--- src/rtl/fetch_pkg.sv ---
// Shared types and constants for the instruction-fetch stage.
package fetch_pkg;

    typedef enum logic [2:0] {
        StIdle,
        StFetch,
        StHold,
        StHalt,
        StFault
    } fetch_state_e;

    localparam logic [31:0] NOP        = 32'h0000_0000;
    localparam int unsigned WORD_BYTES = 4;

endpackage

--- src/rtl/fetch_controller_if.sv ---
// Instruction-memory request/response bundle between fetch controller and imem.
interface fetch_controller_if;

    logic        imem_req;
    logic [31:0] imem_addr;
    logic        imem_ready;
    logic [31:0] imem_rdata;

    modport master (
        output imem_req,
        output imem_addr,
        input  imem_ready,
        input  imem_rdata
    );

    modport slave (
        input  imem_req,
        input  imem_addr,
        output imem_ready,
        output imem_rdata
    );

endinterface

--- src/rtl/fetch_if_id_reg.sv ---
// IF/ID pipeline register plus a one-word holding buffer for data that arrives
// while the pipeline is stalled.
module fetch_if_id_reg
    import fetch_pkg::*;
(
    input  logic        clk,
    input  logic        rst,
    input  logic        load_i,          // write a new valid instruction
    input  logic        load_from_buf_i, // source the load from the holding buffer
    input  logic        capture_i,       // store rdata_i into the holding buffer
    input  logic        flush_i,         // redirect: invalidate, zero instr, drop buffer
    input  logic        bubble_i,        // invalidate only
    input  logic [31:0] rdata_i,
    input  logic [31:0] pc_plus_four_i,
    output logic [31:0] instr_o,
    output logic [31:0] pc_plus_four_o,
    output logic        valid_o
);

    logic [31:0] instr_q, instr_d;
    logic [31:0] pc4_q, pc4_d;
    logic        valid_q, valid_d;
    logic [31:0] buf_q, buf_d;

    // Next-state selection; flush dominates load, load dominates bubble.
    always_comb begin
        instr_d = instr_q;
        pc4_d   = pc4_q;
        valid_d = valid_q;
        buf_d   = buf_q;
        if (flush_i) begin
            valid_d = 1'b0;
            instr_d = NOP;
            buf_d   = NOP;
        end else if (load_i) begin
            instr_d = load_from_buf_i ? buf_q : rdata_i;
            pc4_d   = pc_plus_four_i;
            valid_d = 1'b1;
        end else if (bubble_i) begin
            valid_d = 1'b0;
        end
        if (!flush_i && capture_i) begin
            buf_d = rdata_i;
        end
    end

    // Register update with synchronous reset.
    always_ff @(posedge clk) begin
        if (rst) begin
            instr_q <= NOP;
            pc4_q   <= '0;
            valid_q <= 1'b0;
            buf_q   <= NOP;
        end else begin
            instr_q <= instr_d;
            pc4_q   <= pc4_d;
            valid_q <= valid_d;
            buf_q   <= buf_d;
        end
    end

    assign instr_o        = instr_q;
    assign pc_plus_four_o = pc4_q;
    assign valid_o        = valid_q;

endmodule

--- src/rtl/fetch_controller.sv ---
// Fetch-stage sequencer: owns the PC, issues imem requests and applies
// redirect/halt/stall decisions before loading the IF/ID register.
module fetch_controller
    import fetch_pkg::*;
#(
    parameter logic [31:0] RESET_PC  = 32'h0000_0000,
    parameter int unsigned MEM_DEPTH = 4000
) (
    input  logic                      clk,
    input  logic                      rst,
    input  logic                      in_PCSrc,
    input  logic [31:0]               in_branch_address,
    input  logic                      in_stall,
    input  logic                      in_halt,
    fetch_controller_if.master        imem,
    output logic [31:0]               instruction_out,
    output logic [31:0]               pc_plus_four_out,
    output logic                      if_id_valid,
    output logic [31:0]               pc_out,
    output logic                      halted,
    output logic                      fault,
    output logic [31:0]               fetch_count
);

    // First illegal byte address; 33 bits so large depths cannot overflow.
    localparam logic [32:0] PcLimit = 33'(MEM_DEPTH) << 2;

    fetch_state_e state_q, state_d;
    logic [31:0]  pc_q, pc_d;
    logic [31:0]  count_q, count_d;

    logic        pc_ok;
    logic [31:0] pc_plus_four;
    logic        ifid_load, ifid_from_buf, ifid_capture, ifid_flush, ifid_bubble;

    assign pc_ok        = (pc_q[1:0] == 2'b00) && ({1'b0, pc_q} < PcLimit);
    assign pc_plus_four = pc_q + 32'(WORD_BYTES);

    // Next-state, PC and IF/ID control decode; redirect > halt > stall > normal.
    always_comb begin
        state_d       = state_q;
        pc_d          = pc_q;
        count_d       = count_q;
        ifid_load     = 1'b0;
        ifid_from_buf = 1'b0;
        ifid_capture  = 1'b0;
        ifid_flush    = 1'b0;
        ifid_bubble   = 1'b0;
        unique case (state_q)
            StIdle: begin
                state_d = StFetch;
            end
            StFetch: begin
                if (!pc_ok) begin
                    ifid_bubble = 1'b1;
                    state_d     = StFault;
                end else if (in_PCSrc) begin
                    pc_d       = in_branch_address;
                    ifid_flush = 1'b1;
                end else if (in_halt) begin
                    ifid_bubble = 1'b1;
                    state_d     = StHalt;
                end else if (in_stall) begin
                    if (imem.imem_ready) begin
                        ifid_capture = 1'b1;
                        state_d      = StHold;
                    end
                end else if (imem.imem_ready) begin
                    ifid_load = 1'b1;
                    pc_d      = pc_plus_four;
                    count_d   = count_q + 32'd1;
                end else begin
                    ifid_bubble = 1'b1;
                end
            end
            StHold: begin
                if (in_PCSrc) begin
                    pc_d       = in_branch_address;
                    ifid_flush = 1'b1;
                    state_d    = StFetch;
                end else if (in_halt) begin
                    ifid_bubble = 1'b1;
                    state_d     = StHalt;
                end else if (!in_stall) begin
                    ifid_load     = 1'b1;
                    ifid_from_buf = 1'b1;
                    pc_d          = pc_plus_four;
                    count_d       = count_q + 32'd1;
                    state_d       = StFetch;
                end
            end
            StHalt, StFault: begin
                ifid_bubble = 1'b1;
            end
            default: begin
                state_d = StIdle;
            end
        endcase
    end

    // State, PC and delivery counter registers.
    always_ff @(posedge clk) begin
        if (rst) begin
            state_q <= StIdle;
            pc_q    <= RESET_PC;
            count_q <= '0;
        end else begin
            state_q <= state_d;
            pc_q    <= pc_d;
            count_q <= count_d;
        end
    end

    fetch_if_id_reg u_if_id (
        .clk             (clk),
        .rst             (rst),
        .load_i          (ifid_load),
        .load_from_buf_i (ifid_from_buf),
        .capture_i       (ifid_capture),
        .flush_i         (ifid_flush),
        .bubble_i        (ifid_bubble),
        .rdata_i         (imem.imem_rdata),
        .pc_plus_four_i  (pc_plus_four),
        .instr_o         (instruction_out),
        .pc_plus_four_o  (pc_plus_four_out),
        .valid_o         (if_id_valid)
    );

    assign imem.imem_req  = (state_q == StFetch) && pc_ok;
    assign imem.imem_addr = (state_q == StFetch) ? {2'b00, pc_q[31:2]} : 32'h0;
    assign pc_out         = pc_q;
    assign halted         = (state_q == StHalt);
    assign fault          = (state_q == StFault);
    assign fetch_count    = count_q;

endmodule
--- src/flat_wrapper.sv ---
// flat-port wrapper written by rule: the top's interface ports become plain ports
module fetch_controller_flat import fetch_pkg::*;
#(
    parameter logic [31:0] RESET_PC  = 32'h0000_0000,
    parameter int unsigned MEM_DEPTH = 4000
)
  (clk, rst, in_PCSrc, in_branch_address, in_stall, in_halt, instruction_out, pc_plus_four_out, if_id_valid, pc_out, halted, fault, fetch_count, imem_imem_req, imem_imem_addr, imem_imem_ready, imem_imem_rdata);
  fetch_controller_if imem_i ();
  input  logic clk;
  input  logic rst;
  input  logic in_PCSrc;
  input  logic [31:0] in_branch_address;
  input  logic in_stall;
  input  logic in_halt;
  output logic [31:0] instruction_out;
  output logic [31:0] pc_plus_four_out;
  output logic if_id_valid;
  output logic [31:0] pc_out;
  output logic halted;
  output logic fault;
  output logic [31:0] fetch_count;
  output wire logic [$bits(imem_i.imem_req)-1:0] imem_imem_req;
  output wire logic [$bits(imem_i.imem_addr)-1:0] imem_imem_addr;
  input wire logic [$bits(imem_i.imem_ready)-1:0] imem_imem_ready;
  input wire logic [$bits(imem_i.imem_rdata)-1:0] imem_imem_rdata;
  assign imem_imem_req = imem_i.imem_req;
  assign imem_imem_addr = imem_i.imem_addr;
  assign imem_i.imem_ready = imem_imem_ready;
  assign imem_i.imem_rdata = imem_imem_rdata;
  fetch_controller #(.RESET_PC(RESET_PC), .MEM_DEPTH(MEM_DEPTH)) u_core (.clk(clk), .rst(rst), .in_PCSrc(in_PCSrc), .in_branch_address(in_branch_address), .in_stall(in_stall), .in_halt(in_halt), .imem(imem_i), .instruction_out(instruction_out), .pc_plus_four_out(pc_plus_four_out), .if_id_valid(if_id_valid), .pc_out(pc_out), .halted(halted), .fault(fault), .fetch_count(fetch_count));
endmodule
--- config.mk ---
export PLATFORM = sky130hd
export DESIGN_NAME = fetch_controller_flat
export DESIGN_NICKNAME = d
export VERILOG_FILES = /design/src/rtl/fetch_pkg.sv /design/src/rtl/fetch_controller_if.sv /design/src/rtl/fetch_if_id_reg.sv /design/src/rtl/fetch_controller.sv /design/src/flat_wrapper.sv
export SDC_FILE = /design/constraint.sdc
export NUM_CORES = 1
export LEC_CHECK = 0
export CAP_MARGIN = 20
export CELL_PAD_IN_SITES_DETAIL_PLACEMENT = 1
export CELL_PAD_IN_SITES_GLOBAL_PLACEMENT = 2
export CORE_AREA = 2 2 168 170
export DETAILED_ROUTE_END_ITERATION = 10
export DIE_AREA = 0 0 170 172
export PLACE_DENSITY = 0.89
export RECOVER_POWER = 50
export SLEW_MARGIN = 20
export SYNTH_ARGS = -nofsm -noshare
export SYNTH_HDL_FRONTEND = slang
export SYNTH_HIERARCHICAL = 1
export SYNTH_SLANG_ARGS = --single-unit
--- constraint.sdc ---
create_clock -name clk -period 4.72 [get_ports clk]
set_input_delay 0.944 -clock clk [delete_from_list [all_inputs] [get_ports clk]]
set_output_delay 0.944 -clock clk [all_outputs]
set_load 0.01 [all_outputs]
==> metrics <==
result of the run complete, but fails checks; failing checks capacitance limit, slew limit; share of async-settable or async-resettable flops after synthesis 0; area share of the leading cell type in the synthesized netlist 0.405; number of flops mapped to enable cells by yosys 0; global-route wire length before repair 43.7 mm; total negative slack for setup checks 0 ps; maximum ir drop on the vdd rail 0.000196 V; GRT met3 Usage 0.0529; DRT Wirelength 27.4 mm; vias in the first global route 8083; leak pwr 4.28 nW; YS warnings 6; CTS tree yes; maximum fanout along the worst path 39; post-route fraction of the period consumed by the critical path 0.761; number of cells produced by synthesis 956; synth unique cells 60; met2 demand-to-capacity share in global routing 0.331; total routing usage reported by global routing 0.189; Worst Slack Setup Final 1130 ps; maximum number of pins on one net before global-route repair 67; number of I/O pins 234; synthesized area per cell 8.48 um^2; final HPWL from detailed placement 19.4 mm; Clock transition at path regs 70 ps; ant diodes 0; commonest non-fill, non-tap cells in the layout sky130_fd_sc_hd__dfxtp_1 (164), sky130_fd_sc_hd__dlygate4sd3_1 (131), sky130_fd_sc_hd__nand2_1 (108); Vert. Die Dim 172 um; number of setup buffers added after CTS 0; final worst clock skew 20.0 ps; sequential element share of the synthesized area 0.405; required time at the endpoint of the critical path 5030 ps; total number of H-tree levels 4; total clock sinks 164; max-slew violation count 40; die outline area 29200 um^2; FMAX 0.278 GHz; Iteration-0 DRC Markers 398; count of buffers inserted at the top-level ports 231; hold slack 454 ps; standard-cell row count 61; Placed Cells 1470; reg-to-reg slack, setup 1130 ps; most common cell after layout, fill and taps aside sky130_fd_sc_hd__dfxtp_1; data arrival time of the critical path 3900 ps; core box area 27500 um^2; worst min-delay path startpoint u_core/u_if_id/pc_plus_four_o[28]$_SDFFE_PP0P_; met1 Track Usage GR 0.227; synthesis-to-layout area growth 37.7%; cell area power density 397 nW/um^2; average detailed-routed wire length per instance 18.3 um; placer congestion estimate 0.781; leading register cell type out of synthesis sky130_fd_sc_hd__dfxtp_1; RSZ-0062 raised after global routing false; Final Setup Violations 0; relative slew slack -0.199; Clk Tree Root Cell sky130_fd_sc_hd__clkbuf_16; largest buffer count on any clock path 2; reg-to-reg endpoint u_core/pc_out[31]$_SDFFE_PP0P_; category of the worst setup path launch point flop; final worst path period need 3590 ps; antenna violations before repair 2; die outline width 170 um; Synth area leaders sky130_fd_sc_hd__dfxtp_1 (40%), sky130_fd_sc_hd__mux2i_1 (8.4%), sky130_fd_sc_hd__a21oi_1 (6.1%), sky130_fd_sc_hd__nand2_1 (5.0%), sky130_fd_sc_hd__xor2_1 (3.3%); critical path endpoint category flop; via count of the routed design 7596; transition time at the pin with the least slew margin 1800 ps; # Max-Cap Violations 1; Min-Delay Path Depth 2; First-pass DRT Iterations 4; number of synthesized register bits 164; worst reg2reg path depth 7; hold buffers post-CTS 0; WHS Endpoint u_core/u_if_id/pc_plus_four_o[28]$_SDFFE_PP0P_; clock latency on the worst-skew pair 430 ps; layout cells sized above 1 0.0874; Final ANT Viol Nets 0; Starting Density 0.295; final hold vios 0; post-synthesis instance area 8110 um^2; launching point of the worst reg2reg path u_core/pc_out[10]$_SDFFE_PP0P_; dominant cell type by area after synthesis sky130_fd_sc_hd__dfxtp_1; Finished Layout Cells 1502; detailed-route vias per instance 5.06; post-cts resize count 0; number of filler instances in the final layout 3184; number of nets in the layout 1215; kind of critical path flop to flop; GRT busiest layer met2; total global routing overflow 0; Post-Place Setup Slack 1100 ps; number of buffers created by CTS 17; type of the tightest min-delay check flop to flop; Post-route DRC 0
registers in the layout, summed over array words and instances, names as in the netlist:
register	count
u_core/u_if_id/buf_q	32
u_core/u_if_id/valid_o	1
u_core/state_q	3
u_core/pc_out	32
u_core/u_if_id/instr_o	32
u_core/fetch_count	32
u_core/u_if_id/pc_plus_four_o	32
critical path, cell delays in order, from the launching register on:
cell and delay (ps):
sky130_fd_sc_hd__dfxtp_1 500, sky130_fd_sc_hd__nand4_1 280, sky130_fd_sc_hd__o211ai_4 410, sky130_fd_sc_hd__nor2_1 200, sky130_fd_sc_hd__o22ai_2 190, sky130_fd_sc_hd__clkbuf_1 1310, sky130_fd_sc_hd__nor3_1 220, sky130_fd_sc_hd__a311o_1 350
routing by layer:
layer | up-vias | wire length, um | part of all wire
met5 | - | 21 | 0.00077
met4 | 4 | 229 | 0.0083
met3 | 16 | 1710 | 0.062
met2 | 178 | 13400 | 0.49
met1 | 3692 | 12100 | 0.44
li1 | 3706 | - | -
cell type report:
| class | count | area (um^2) | share of cell area |
|---|---|---|---|
| Timing Repair Buffer | 245 | 2400 | 0.215 |
| Sequential cell | 164 | 3280 | 0.294 |
| Multi-Input combinational cell | 705 | 4400 | 0.394 |
| Clock buffer | 17 | 425 | 0.0381 |
| Tap cell | 346 | 433 | 0.0388 |
| Inverter | 10 | 37.5 | 0.00336 |
| Clock inverter | 15 | 184 | 0.0165 |
worst max path at each step:
stage                                               from                                             end  depth (start not counted)
after floorplan                                  in_halt             u_core/fetch_count[21]$_SDFFE_PP0P_                          8
after global placement                           in_halt             u_core/fetch_count[21]$_SDFFE_PP0P_                          7
after detailed placement                         in_halt             u_core/fetch_count[31]$_SDFFE_PP0P_                          7
after CTS                 u_core/pc_out[10]$_SDFFE_PP0P_  u_core/u_if_id/pc_plus_four_o[17]$_SDFFE_PP0P_                          8
after global routing      u_core/pc_out[10]$_SDFFE_PP0P_                  u_core/pc_out[31]$_SDFFE_PP0P_                          7
final                     u_core/pc_out[10]$_SDFFE_PP0P_                  u_core/pc_out[31]$_SDFFE_PP0P_                          7
cell families after synthesis:
group | Yosys count | share of synthesized area
AOI/OAI and AO/OA | 215 | 0.157
xor gates and xnor gates | 50 | 0.0540
adders and majority gates | 2 | 0.00308
other | 1 | 0.000462
muxes | 69 | 0.0853
DFF | 164 | 0.405
and+or+nand+nor | 367 | 0.241
buffers and inverters | 88 | 0.0544
through the flow:
stage	instance area [um^2]	power, mW	util
after floorplan	8120	2.49	-
after global placement	10600	3.08	0.385
after detailed placement	10600	3.10	0.385
after CTS	11200	4.57	0.407
after global routing	11200	4.70	0.407
final	11200	4.44	0.407
power by group:
part           switching [mW]  total, mW  internal, mW
logic                   0.770       1.31         0.539
clock network           0.678       1.44         0.765
registers               0.192       1.68          1.49
total                    1.64       4.44          2.80
synth_stat cells, types with 21 or more instances:
| library cell | count |
|---|---|
| sky130_fd_sc_hd__xor2_1 | 31 |
| sky130_fd_sc_hd__buf_2 | 26 |
| sky130_fd_sc_hd__nand2_1 | 108 |
| sky130_fd_sc_hd__mux2i_1 | 68 |
| sky130_fd_sc_hd__and3_1 | 21 |
| sky130_fd_sc_hd__o21ai_0 | 44 |
| sky130_fd_sc_hd__dfxtp_1 | 164 |
| sky130_fd_sc_hd__clkbuf_1 | 36 |
| sky130_fd_sc_hd__and2_1 | 39 |
| sky130_fd_sc_hd__a21oi_1 | 99 |
| sky130_fd_sc_hd__nor2_1 | 63 |
| sky130_fd_sc_hd__nor2_2 | 31 |
Power figures use the tool's default switching activity.
